===== src/rtl/seven_seg_pkg.sv =====
// Shared seven-segment definitions: active-low glyph table, decoder and digit count.
// Segment order is {g,f,e,d,c,b,a}; a 0 bit means the segment is lit.
package seven_seg_pkg;

    localparam int unsigned NUM_DIGITS = 4;

    localparam logic [6:0] SEG_BLANK = 7'b1111111;

    localparam logic [6:0] HEX2SEG [16] = '{
        7'b1000000, 7'b1111001, 7'b0100100, 7'b0110000,
        7'b0011001, 7'b0010010, 7'b0000010, 7'b1111000,
        7'b0000000, 7'b0010000, 7'b0001000, 7'b0000011,
        7'b1000110, 7'b0100001, 7'b0000110, 7'b0001110
    };

    // Returns {valid, nibble}; patterns outside the table decode as invalid zero.
    function automatic logic [4:0] seg2hex(input logic [6:0] seg);
        logic [4:0] r;
        r = '0;
        for (int unsigned i = 0; i < 16; i++) begin
            if (seg == HEX2SEG[i]) r = {1'b1, 4'(i)};
        end
        return r;
    endfunction

endpackage


===== src/rtl/seg_stable_detect.sv =====
// Two-flop synchroniser followed by a settle counter; strobes once per stable input value.
// dout is the settled value and is meaningful while strobe is high.
module seg_stable_detect #(
    parameter int unsigned WIDTH         = 12,
    parameter int unsigned SETTLE_CYCLES = 16
) (
    input  logic             clk,
    input  logic             rst_n,
    input  logic [WIDTH-1:0] din,
    output logic [WIDTH-1:0] dout,
    output logic             strobe
);

    logic [WIDTH-1:0] sync1_q;
    logic [WIDTH-1:0] sync2_q;
    logic [WIDTH-1:0] prev_q;
    logic [7:0]       cnt_q;
    logic             same;

    assign same = (sync2_q == prev_q);

    always_ff @(posedge clk or negedge rst_n) begin
        if (!rst_n) begin
            sync1_q <= '1;
            sync2_q <= '1;
            prev_q  <= '1;
            cnt_q   <= '0;
        end else begin
            sync1_q <= din;
            sync2_q <= sync1_q;
            prev_q  <= sync2_q;
            if (!same) begin
                cnt_q <= '0;
            end else if (cnt_q != 8'(SETTLE_CYCLES)) begin
                cnt_q <= cnt_q + 8'd1;
            end
        end
    end

    // Fires on the cycle whose edge moves the counter onto its saturation value.
    assign strobe = same && (cnt_q == 8'(SETTLE_CYCLES - 1));
    assign dout   = prev_q;

endmodule


===== src/rtl/seven_seg_capture.sv =====
// Reconstructs the word shown on a scanned 4-digit active-low seven-segment bus.
// Optional partial-frame timeout is built when SEG_CAP_TIMEOUT_EN is defined.
module seven_seg_capture
    import seven_seg_pkg::*;
#(
    parameter int unsigned SETTLE_CYCLES  = 16,
    parameter int unsigned TIMEOUT_CYCLES = 1048576
) (
    input  logic        clk,
    input  logic        rst_n,
    input  logic [3:0]  i_an,
    input  logic [7:0]  i_seg,
    output logic [15:0] o_data,
    output logic [3:0]  o_dots,
    output logic        o_valid,
    output logic        o_err,
    output logic        o_stale
);

    if (SETTLE_CYCLES < 1 || SETTLE_CYCLES > 255 || TIMEOUT_CYCLES < 1) begin : g_param_check
        $error("seven_seg_capture: parameter out of range");
    end

    logic [11:0] settled;
    logic        strobe;
    logic        timeout;

    seg_stable_detect #(
        .WIDTH        (12),
        .SETTLE_CYCLES(SETTLE_CYCLES)
    ) u_detect (
        .clk   (clk),
        .rst_n (rst_n),
        .din   ({i_an, i_seg}),
        .dout  (settled),
        .strobe(strobe)
    );

    logic [3:0] an;
    logic [7:0] seg;
    logic [3:0] an_low;
    logic       one_hot;
    logic [1:0] dig;
    logic [4:0] dec;

    assign an      = settled[11:8];
    assign seg     = settled[7:0];
    assign an_low  = ~an;
    assign one_hot = (an_low != '0) && ((an_low & (an_low - 4'd1)) == '0);
    assign dec     = seg2hex(seg[6:0]);

    always_comb begin
        dig = '0;
        for (int unsigned i = 0; i < NUM_DIGITS; i++) begin
            if (!an[i]) dig = 2'(i);
        end
    end

`ifdef SEG_CAP_TIMEOUT_EN
    logic [31:0] idle_q;

    assign timeout = !strobe && (idle_q == 32'(TIMEOUT_CYCLES - 1));

    always_ff @(posedge clk or negedge rst_n) begin
        if (!rst_n)                idle_q <= '0;
        else if (strobe || timeout) idle_q <= '0;
        else                       idle_q <= idle_q + 32'd1;
    end
`else
    assign timeout = 1'b0;
`endif

    logic [3:0]  mask_q, mask_d;
    logic [15:0] shadow_q, shadow_d;
    logic [3:0]  sdots_q, sdots_d;
    logic        bad_q, bad_d;
    logic [15:0] data_d;
    logic [3:0]  dots_d;
    logic        stale_d, valid_d, err_d;

    always_comb begin
        mask_d   = mask_q;
        shadow_d = shadow_q;
        sdots_d  = sdots_q;
        bad_d    = bad_q;
        data_d   = o_data;
        dots_d   = o_dots;
        stale_d  = o_stale;
        valid_d  = 1'b0;
        err_d    = 1'b0;

        // A full mask means the previous edge captured the last digit of the frame.
        if (mask_q == '1) begin
            if (bad_q) begin
                err_d = 1'b1;
            end else begin
                valid_d = 1'b1;
                data_d  = shadow_q;
                dots_d  = sdots_q;
                stale_d = 1'b0;
            end
            mask_d = '0;
            bad_d  = 1'b0;
        end

        if (timeout) begin
            mask_d  = '0;
            bad_d   = 1'b0;
            stale_d = 1'b1;
        end

        if (strobe) begin
            if (one_hot) begin
                shadow_d[{dig, 2'b00} +: 4] = dec[3:0];
                sdots_d[dig]                = ~seg[7];
                mask_d[dig]                 = 1'b1;
                if (!dec[4]) bad_d = 1'b1;
            end else if (an != '1) begin
                err_d  = 1'b1;
                mask_d = '0;
                bad_d  = 1'b0;
            end
        end
    end

    always_ff @(posedge clk or negedge rst_n) begin
        if (!rst_n) begin
            mask_q   <= '0;
            shadow_q <= '0;
            sdots_q  <= '0;
            bad_q    <= 1'b0;
            o_data   <= '0;
            o_dots   <= '0;
            o_valid  <= 1'b0;
            o_err    <= 1'b0;
            o_stale  <= 1'b1;
        end else begin
            mask_q   <= mask_d;
            shadow_q <= shadow_d;
            sdots_q  <= sdots_d;
            bad_q    <= bad_d;
            o_data   <= data_d;
            o_dots   <= dots_d;
            o_valid  <= valid_d;
            o_err    <= err_d;
            o_stale  <= stale_d;
        end
    end

endmodule

===== config.mk =====
export PLATFORM = sky130hd
export DESIGN_NAME = seven_seg_capture
export DESIGN_NICKNAME = d
export VERILOG_FILES = /design/src/rtl/seven_seg_pkg.sv /design/src/rtl/seg_stable_detect.sv /design/src/rtl/seven_seg_capture.sv
export SDC_FILE = /design/constraint.sdc
export NUM_CORES = 1
export LEC_CHECK = 0
export ABC_AREA = 1
export CORE_MARGIN = 10
export CORE_UTILIZATION = 47
export DETAILED_ROUTE_END_ITERATION = 10
export GPL_TIMING_DRIVEN = 0
export PLACE_DENSITY = 0.68
export SETUP_SLACK_MARGIN = 0.15
export SLEW_MARGIN = 20
export SYNTH_ARGS = -nofsm -noshare
export SYNTH_HDL_FRONTEND = slang
export SYNTH_SLANG_ARGS = --single-unit

===== constraint.sdc =====
create_clock -name clk -period 2.1 [get_ports clk]
set_input_delay 0.42 -clock clk [delete_from_list [all_inputs] [get_ports clk]]
set_output_delay 0.42 -clock clk [all_outputs]
set_load 0.01 [all_outputs]

Word level (Yosys, flattened, before mapping)
Index checks and enable logic that the tools add are counted.
Storage, ports and cells
  register bits: 92
  bits in latches: 0
  memory bits (writable): 0
  bits in read-only memories: 0
  input bits: 14
  output and inout port bits: 23
  word-level logic and storage cells: 95
  memories: 0
Cells by class
  add/subtract/negate cells: 3
  multiply operators: 0
  divide/modulo/power cells: 0
  magnitude comparators: 2
  equal/unequal tests: 21
  shift-type cells: 2
  multiplexer cells: 41
  bitwise gates (word level): 5
  reduce and logical (&&, ||, !) cells: 8
Operators by type and width (count)
  $mux W5: 16
  $eq A7 B7 Y1 const B: 4
  $eq A7 B5 Y1 const B: 3
  $eq A7 B6 Y1 const B: 3
  $bwmux W16: 1
  $mux W4: 4
  $mux W8: 2
  $shift A4 B6 Y16 const A: 1
  $shiftx A4 B6 Y16: 1
  $eq A7 B2 Y1 const B: 2
  $eq A7 B4 Y1 const B: 2
  $mux W1: 14
  $eq A12 B12 Y1: 1
  $add A8 B1 Y8 const B: 1
  $eq A8 B4 Y1 const B: 1
  $ne A8 B5 Y1 const B: 1
  $eq A7 B3 Y1 const B: 1
  $logic_not A7 Y1: 1
  $neg A4 Y6: 1
  $and A4 B4 Y4: 1
  $bwmux W4: 1
  $eq A4 B4 Y1 const B: 1
  $logic_not A4 Y1: 1
  $mux W2: 2
  12 further kinds: 16

Logic depth before layout (Yosys ltp)
Gate-level depths: netlist of the first run.
  word-level depth: 20
  gate-level depth with buffers: 12
  depth with buffers taken out: 12

Cells and area by module
A second synthesis of the first run with hierarchy kept.
Second synthesis, totals
  cells, all modules: 422
  area, all modules: 3970.1 sq um
Modules (own cells, without submodules)
  seven_seg_capture: times used 1, cells each 274, area an instance 2329.7 sq um, seq. area each 1202.4 sq um
  seg_stable_detect: times used 1, cells each 148, area an instance 1640.3 sq um, seq. area each 1146.1 sq um

Least setup slack after synthesis of the first run
No wires, ideal clock.
  path type: register to register
  start point: register u_detect.prev_q[3] (netlist: u_detect.dout[3])
  end point: register sdots_q[0]
  library setup time: 0.124 ns
  arrival: 1.489 ns
  required time: 1.976 ns
  slack: 0.488 ns
  cell stages (with the launch flop): 12
  buffers on the path: 0
  period minus slack after synthesis: 1.612 ns
  cell sequence: dfstp_2 -> inv_2 -> nand2_1 -> nand2_1 -> nor2_1 -> nand2_1 -> nor2_4 -> nand2_4 -> clkinv_4 -> nand4_1 -> nand2_1 -> o21ai_1
On the way
  word-level cells in the longest chain between the ends: 3
Ends and longest elaborated chain
  start, declared: RTL line seg_stable_detect.sv:16  | logic [WIDTH-1:0] prev_q;
  start signal, assigned: RTL line seg_stable_detect.sv:31  | prev_q <= sync2_q;
  $eq A12 B12 Y1: RTL line seg_stable_detect.sv:20  | assign same = (sync2_q == prev_q);
  $logic_and A1 B1 Y1: RTL line seg_stable_detect.sv:41  | assign strobe = same && (cnt_q == 8'(SETTLE_CYCLES - 1));
  $reduce_and A2 Y1 (no line)
  end signal, assigned: RTL line seven_seg_capture.sv:140  | sdots_q <= sdots_d;
  end, declared: RTL line seven_seg_capture.sv:75  | logic [3:0] sdots_q, sdots_d;
Every way passes these cells.
A chain may end at the register's enable or synchronous reset.

Worst setup path in the final report of the first run
  start point: register u_detect.cnt_q[0]
  end point: register shadow_q[9]
On the way
  word-level cells in the longest chain between the ends: 3
Ends and longest elaborated chain
  start, declared: RTL line seg_stable_detect.sv:17  | logic [7:0] cnt_q;
  start signal, assigned: RTL line seg_stable_detect.sv:35  | cnt_q <= cnt_q + 8'd1;
  $eq A8 B4 Y1: RTL line seg_stable_detect.sv:41
  $logic_and A1 B1 Y1: RTL line seg_stable_detect.sv:41
  $reduce_and A2 Y1 (no line)
  end signal, assigned: RTL line seven_seg_capture.sv:139  | shadow_q <= shadow_d;
  end, declared: RTL line seven_seg_capture.sv:74  | logic [15:0] shadow_q, shadow_d;
Every way passes these cells.

==> flow_summary_export.csv, run 1 <==
group,metric,value,unit
outcome,status,"complete, no violations",
placed_design,place_hpwl,5.199,mm
layout,final_nets,515,
drt,vias,2927,
grt,grt_max_degree,61,
sta,finalHoldViolCount,0,
floorplan,start_util,49.14,%
synth,synth_ff_type,"dfrtp_1",
clock_network,numCtsBuffers,9,
synth,synth_cells,430,
grt,grt_pass1_vias,2763,
synth,netlist.area_leader.share,35.69,%
floorplan,num_io_pins,37,
placed_design,placed_cells,569,
sta,fin_crit,1.909,ns
setup_path,cp.required,2.40,ns
setup_path,critPathLaunchType,"register",
placed_design,gp_congestion,0.9170,
layout,drive_above_1_share,20.83,%
clock_network,clock-sinks,92,
synth,ys_seq_area_share,60.90,%
drt,avgRoutedWirePerCell,11.85,um
sta,drv_slew,0,
synth,synth_area_per_cell,8.968,sq um
clock_network,clk_pin_slew_worst_paths,0.09,ns
sta,fin_skew,0.01086,ns
placed_design,port_buffers,36,
sta,maxSlewHeadroom,71.50,%
synth,ys_async_sr_fraction,100.0,%
synth,netlist_top_cells_count,"159 x nand2_1, 55 x dfrtp_1, 44 x nor2_1, 37 x dfstp_2, 31 x nand3_1",
layout,final_cells,606,
synth,synth_fp_nets,446,
grt,antenna_found_initial,0,
drt,initialDrtViolationCount,148,
power,p_leak,0.002390,uW
drt,wirelength,7.179,mm
worst_hold_path,hold_class,"register to register",
sta,grt_setup_unrepaired,"yes",
floorplan,die_area,0.01223,sq mm
setup_path,worstPathMaxFanout,6,
floorplan,dieHeight,110.6,um
sta,tightest_slew,0.4246,ns
drt,dr.pass1.iters,4,
drt,drcViolationCount,0,
synth,yosys_warnings,0,
clock_network,cts_tree,"built",
power,ir_drop,342.0,uV
setup_path,cp_data_arrival_time,2.20,ns
grt,grt-ovfl-total,0,
synth,ys_ff_latch,92,
clock_network,cts_buffer_depth,2,
setup_path,crit_type,"register to register",
floorplan,row_count,32,
sta,setup_viol,0,
power,powerDensity,669.0,mW/mm^2
clock_network,cts_root_buffer,"clkbuf_8",
synth,synth-edff-count,0,
drt,vias_per_cell,4.830,
floorplan,die_w,110.6,um
synth,synth_top_area_cell,"dfrtp_1",
layout,area_growth,23.49,%
run,maxCapViolCount,0,
sta,clock.fmax,0.5238,GHz
sta,fin_setup_tns,0,ns
synth,netlist_area,0.003856,sq mm
layout,antennaDiodeCount,0,
clock_network,insertion_delay,0.35,ns
sta,period_share,90.92,%
setup_path,cp-end-kind,"register",
synth,ys_types,28,
drt,final_antenna_net_count,0,
synth,yosysMostFrequentCell,"nand2_1",
grt,grt.total_usage,11.77,%
setup_path,rrSetupSlack,0.19,ns
clock_network,htreeDepth,3,
synth,synth_area_leaders,"dfrtp_1 36%, dfstp_2 25%, nand2_1 15%",
layout,fillers,683,
floorplan,core_region_area,0.007848,sq mm
grt,grt_pass1_wl,12.33,mm
==> stage by stage <==
step                      instance area [sq um]  utilization (%)  setup slack [ns]  total power (uW)  hold WS, ns
after global placement                     4344            55.36            -2.590              2038       0.3455
final                                      4762            60.68            0.1908              3186       0.3585
after global routing                       4762            60.68           0.08843              3343       0.3627
after detailed placement                   4369            55.68            0.2018              2050       0.3468
after floorplan                            3856                -            0.4876              1963       0.1244
after CTS                                  4577            58.32            0.1765              3218       0.3597
==> cells in the final DEF, fill, tap and decap left out <==
cell type          n
inv_2             10
nand3_2            4
clkbuf_8           9
clkinvlp_4         1
nor3_4             1
a311oi_1           1
nand4_1           10
dfstp_2           37
nor3_1             6
buf_4             19
o21ai_0            6
dfrtp_1           55
inv_1             29
dlygate4sd3_1      1
inv_4              1
inv_6              2
buf_6              3
o21ai_1            6
nand2_1          158
or2_2              2
nand2_2            3
nand2_4            1
clkdlybuf4s50_1   35
clkbuf_1           4
buf_16             1
xor2_1             2
ha_1               1
xnor2_1            5
nor2_1            44
clkinv_4           2
nand3b_1           1
clkinv_2           2
bufinv_16          1
nor2_2             2
ha_2               1
nand3_1           27
a21oi_1            7
nand4_4            1
o22ai_1            1
nor2_4             2
==> worst max-delay path: stages (launching register included) <==
cell	delay, ns
dfrtp_1	0.40
ha_2	0.19
nand2_1	0.06
inv_2	0.08
nand2_2	0.08
nor3_4	0.36
nand4_4	0.14
nor2_4	0.22
buf_4	0.17
nand3_1	0.07
nand2_1	0.08
==> flip-flops by register name (all words and copies together) (netlist names) <==
| name | cells |
|---|---|
| o_err | 1 |
| o_data | 16 |
| u_detect.sync2_q | 12 |
| mask_q | 4 |
| o_stale | 1 |
| u_detect.dout | 12 |
| o_valid | 1 |
| shadow_q | 16 |
| sdots_q | 4 |
| u_detect.cnt_q | 8 |
| o_dots | 4 |
| u_detect.sync1_q | 12 |
| bad_q | 1 |
==> power breakdown <==
group | switching, uW | internal (uW) | leakage, uW | total, uW
Combinational | 103 | 65.5 | 0.00113 | 169
Clock | 600 | 556 | 0.000100 | 1160
Sequential | 26.5 | 1830 | 0.00116 | 1860
Total | 730 | 2460 | 0.00239 | 3190
==> final cells by class <==
type,count,area [sq um],share of cell area [%]
flip-flops and latches,92,2349,49.32
multi-input cells,292,1348,28.30
repair buffers,58,553.0,11.61
inverters,41,161.4,3.389
well taps,102,127.6,2.680
clock buffers,9,123.9,2.601
clock inverters,7,73.82,1.550
plain buffers,5,26.28,0.5518
==> routing by layer <==
layer | global-route usage, % | share of wire [%]
met2 | 18.82 | 48
met4 | 4.491 | 2.0
met1 | 14.07 | 44
met3 | 4.376 | 6.0
met5 | 0 | 0
==> path summary, 6_finish.rpt <==
| path | startpoint | endpoint | cells after the start |
|---|---|---|---|
| worst min-delay path | u_detect.sync1_q[11] | u_detect.sync2_q[11] | 0 |
| min in group asynchronous | rst_n | o_dots[0] | 2 |
| max in group asynchronous | rst_n | u_detect.sync1_q[11] | 3 |
| worst min register to register | u_detect.sync1_q[11] | u_detect.sync2_q[11] | 0 |
| worst max register to register | u_detect.cnt_q[0] | shadow_q[9] | 10 |
| worst max-delay path | u_detect.cnt_q[0] | shadow_q[9] | 10 |
==> cell families after synthesis <==
group | count (synthesis) | synth area share, %
adder cells (fa/ha/maj) | 2 | 0.6488
AND/OR/NAND/NOR | 262 | 29.20
AO/OA/AOI/OAI | 21 | 2.855
XOR/XNOR | 7 | 1.590
flip-flops | 92 | 60.90
buffers and inverters | 46 | 4.802
==> what timing repair did <==
item,CTS,global route
endpoints found under the hold margin,1,0
hold buffers,1,0
resized for setup,0,11
buffers inserted,0,19
setup endpoints to repair,0,24
Note: power is estimated with default switching activity, not from simulation.
==> inputs of run 2 (changes only) <==
--- a/config.mk
+++ b/config.mk
@@ -8,6 +8,7 @@
 export ABC_AREA = 1
 export CORE_MARGIN = 10
 export CORE_UTILIZATION = 47
+export CTS_CLUSTER_DIAMETER = 150
 export DETAILED_ROUTE_END_ITERATION = 10
 export GPL_TIMING_DRIVEN = 0
 export PLACE_DENSITY = 0.68
==> results of run 2 <==
Same layout as run 1: the final DEF is identical, and so are final timing and power.
==> inputs of run 3 (changes only) <==
--- a/config.mk
+++ b/config.mk
@@ -7,11 +7,11 @@
 export LEC_CHECK = 0
 export ABC_AREA = 1
 export CORE_MARGIN = 10
-export CORE_UTILIZATION = 47
+export CORE_UTILIZATION = 56
 export CTS_CLUSTER_DIAMETER = 150
 export DETAILED_ROUTE_END_ITERATION = 10
 export GPL_TIMING_DRIVEN = 0
-export PLACE_DENSITY = 0.68
+export PLACE_DENSITY = 0.78
 export SETUP_SLACK_MARGIN = 0.15
 export SLEW_MARGIN = 20
 export SYNTH_ARGS = -nofsm -noshare
==> run 3 against run 2 <==
Register-to-register slack improved by 0.04 ns; first-iteration DRC count grew 43%; highest routed layer unchanged; maximum frequency up 1.9%; largest power group unchanged; die area fell by 13%; total power fell by 2.6%; sequential power about the same.
==> flow_summary_export.csv, run 3 (same netlist as run 1, synthesis figures left out) <==
group,metric,value,unit
clock_network,clock-sinks,92,
setup_path,rr_worst_depth,9,
layout,mostFrequentLayoutCell,"nand2_1",
layout,fillers,538,
power,powerDensity,666.7,mW/mm^2
clock_network,insertion_delay,0.37,ns
setup_path,r2r-start,"u_detect.cnt_q[0]",
layout,final_nets,510,
grt,grt.total_usage,14.39,%
run,maxCapViolCount,0,
sta,fin_skew,0.01297,ns
worst_hold_path,hold_class,"primary input to asynchronous set/reset pin",
layout,final_cells,579,
grt,grt_pass1_vias,2849,
drt,vias,2962,
sta,fin_hold_ws,0.1057,ns
clock_network,htreeDepth,3,
drt,vias_per_cell,5.116,
clock_network,cts_buffer_depth,2,
drt,initialDrtViolationCount,211,
setup_path,critPathLaunchType,"register",
sta,maxSlewHeadroom,53.85,%
sta,drv_slew,0,
floorplan,start_util,57.07,%
sta,tightest_slew,0.6923,ns
sta,finalHoldViolCount,0,
sta,grt_setup_unrepaired,"no",
sta,clock.fmax,0.5337,GHz
drt,wirelength,7.129,mm
floorplan,die_area,0.01060,sq mm
setup_path,rrSetupSlack,0.23,ns
layout,register_area,0.002349,sq mm
clock_network,cts_root_buffer,"clkbuf_8",
sta,fin_crit,1.874,ns
placed_design,placed_cells,547,
clock_network,numCtsBuffers,9,
sta,fin_setup_tns,0,ns
floorplan,core_region_area,0.006756,sq mm
drt,avgRoutedWirePerCell,12.31,um
drt,final_antenna_net_count,0,
floorplan,row_count,30,
setup_path,cp_data_arrival_time,2.12,ns
sta,period_share,89.23,%
placed_design,place_hpwl,5.097,mm
setup_path,worstPathMaxFanout,6,
grt,grt_pass1_wl,12.11,mm
setup_path,r2r-end,"sdots_q[1]",
clock_network,clk_pin_slew_worst_paths,0.09,ns
layout,reg_top3,"o_data: 16 flops, shadow_q: 16 flops",
grt,antenna_found_initial,0,
drt,dr.pass1.iters,5,
layout,antennaDiodeCount,0,
floorplan,num_io_pins,37,
setup_path,cp-end-kind,"register",
setup_path,cp.required,2.35,ns
placed_design,gp_congestion,0.8974,
layout,area_growth,20.73,%
setup_path,crit_type,"register to register",
sta,timing.final.ws_setup,0.2261,ns
drt,drcViolationCount,0,
layout,multi_input_area,0.001339,sq mm
outcome,status,"complete, no violations",
floorplan,die_w,103.0,um
placed_design,port_buffers,36,
clock_network,cts_tree,"built",
sta,setup_viol,0,
placed_design,dp_slack,0.2041,ns
grt,grt_max_degree,59,
grt,grt-ovfl-total,0,
floorplan,dieHeight,103.0,um
power,ir_drop,477.3,uV
layout,drive_above_1_share,19.24,%
power,p_leak,0.002362,uW
clock_network,postCtsHoldBufs,0,
layout,final_cell_mix,"159 x nand2_1, 55 x dfrtp_1, 44 x nor2_1",
==> run 3: layout make-up <==
type | instances | area share (%)
Tap cell | 80 | 2.150
Multi-Input combinational cell | 292 | 28.76
Clock inverter | 7 | 1.236
Buffer | 5 | 0.5644
Clock buffer | 9 | 2.661
Inverter | 41 | 3.413
Timing Repair Buffer | 53 | 10.78
Sequential cell | 92 | 50.44
==> run 3: stage by stage <==
step | instance area, sq um | power, uW | util (%)
3_3_place_gp | 4317 | 2036 | 63.89
6_report | 4656 | 3104 | 68.91
4_1_cts | 4516 | 3124 | 66.83
5_1_grt | 4656 | 3230 | 68.91
3_5_place_dp | 4334 | 2049 | 64.15
2_1_floorplan | 3856 | 1963 | -
==> run 3: layer usage <==
metal	global-route usage [%]	routed length [um]
met5	0	0
met4	7.594	142
met3	3.150	397
met2	24.18	3471
met1	16.84	3117
==> run 3: worst max-delay path by stage <==
stage                                  from           endpoint  depth (start not counted)  slack [ns]
after floorplan            u_detect.dout[3]         sdots_q[0]                         11        0.49
after global placement                rst_n  u_detect.cnt_q[0]                          1       -2.48
after detailed placement   u_detect.dout[3]        shadow_q[3]                         11        0.20
after CTS                  u_detect.dout[3]        shadow_q[3]                         11        0.18
after global routing      u_detect.cnt_q[0]         sdots_q[1]                          9        0.12
final                     u_detect.cnt_q[0]         sdots_q[1]                          9        0.23
==> run 3: what timing repair did <==
action                                  4_1_cts  5_1_grt
gates resized for setup                       0        5
endpoints found under the setup margin        0       20
setup buffers                                 0       16
==> run 3: worst max-delay path, stage by stage (launching register included) <==
cell,delay [ns]
dfrtp_1,0.40
ha_2,0.20
nand2_1,0.07
inv_2,0.09
nand2_4,0.07
nor3_4,0.30
buf_6,0.16
nand4_1,0.24
nand2_1,0.15
o21ai_1,0.07
==> run 3: power breakdown <==
part | internal (uW) | switching (uW)
logic | 60.0 | 100
registers | 1830 | 29.4
clock network | 445 | 634
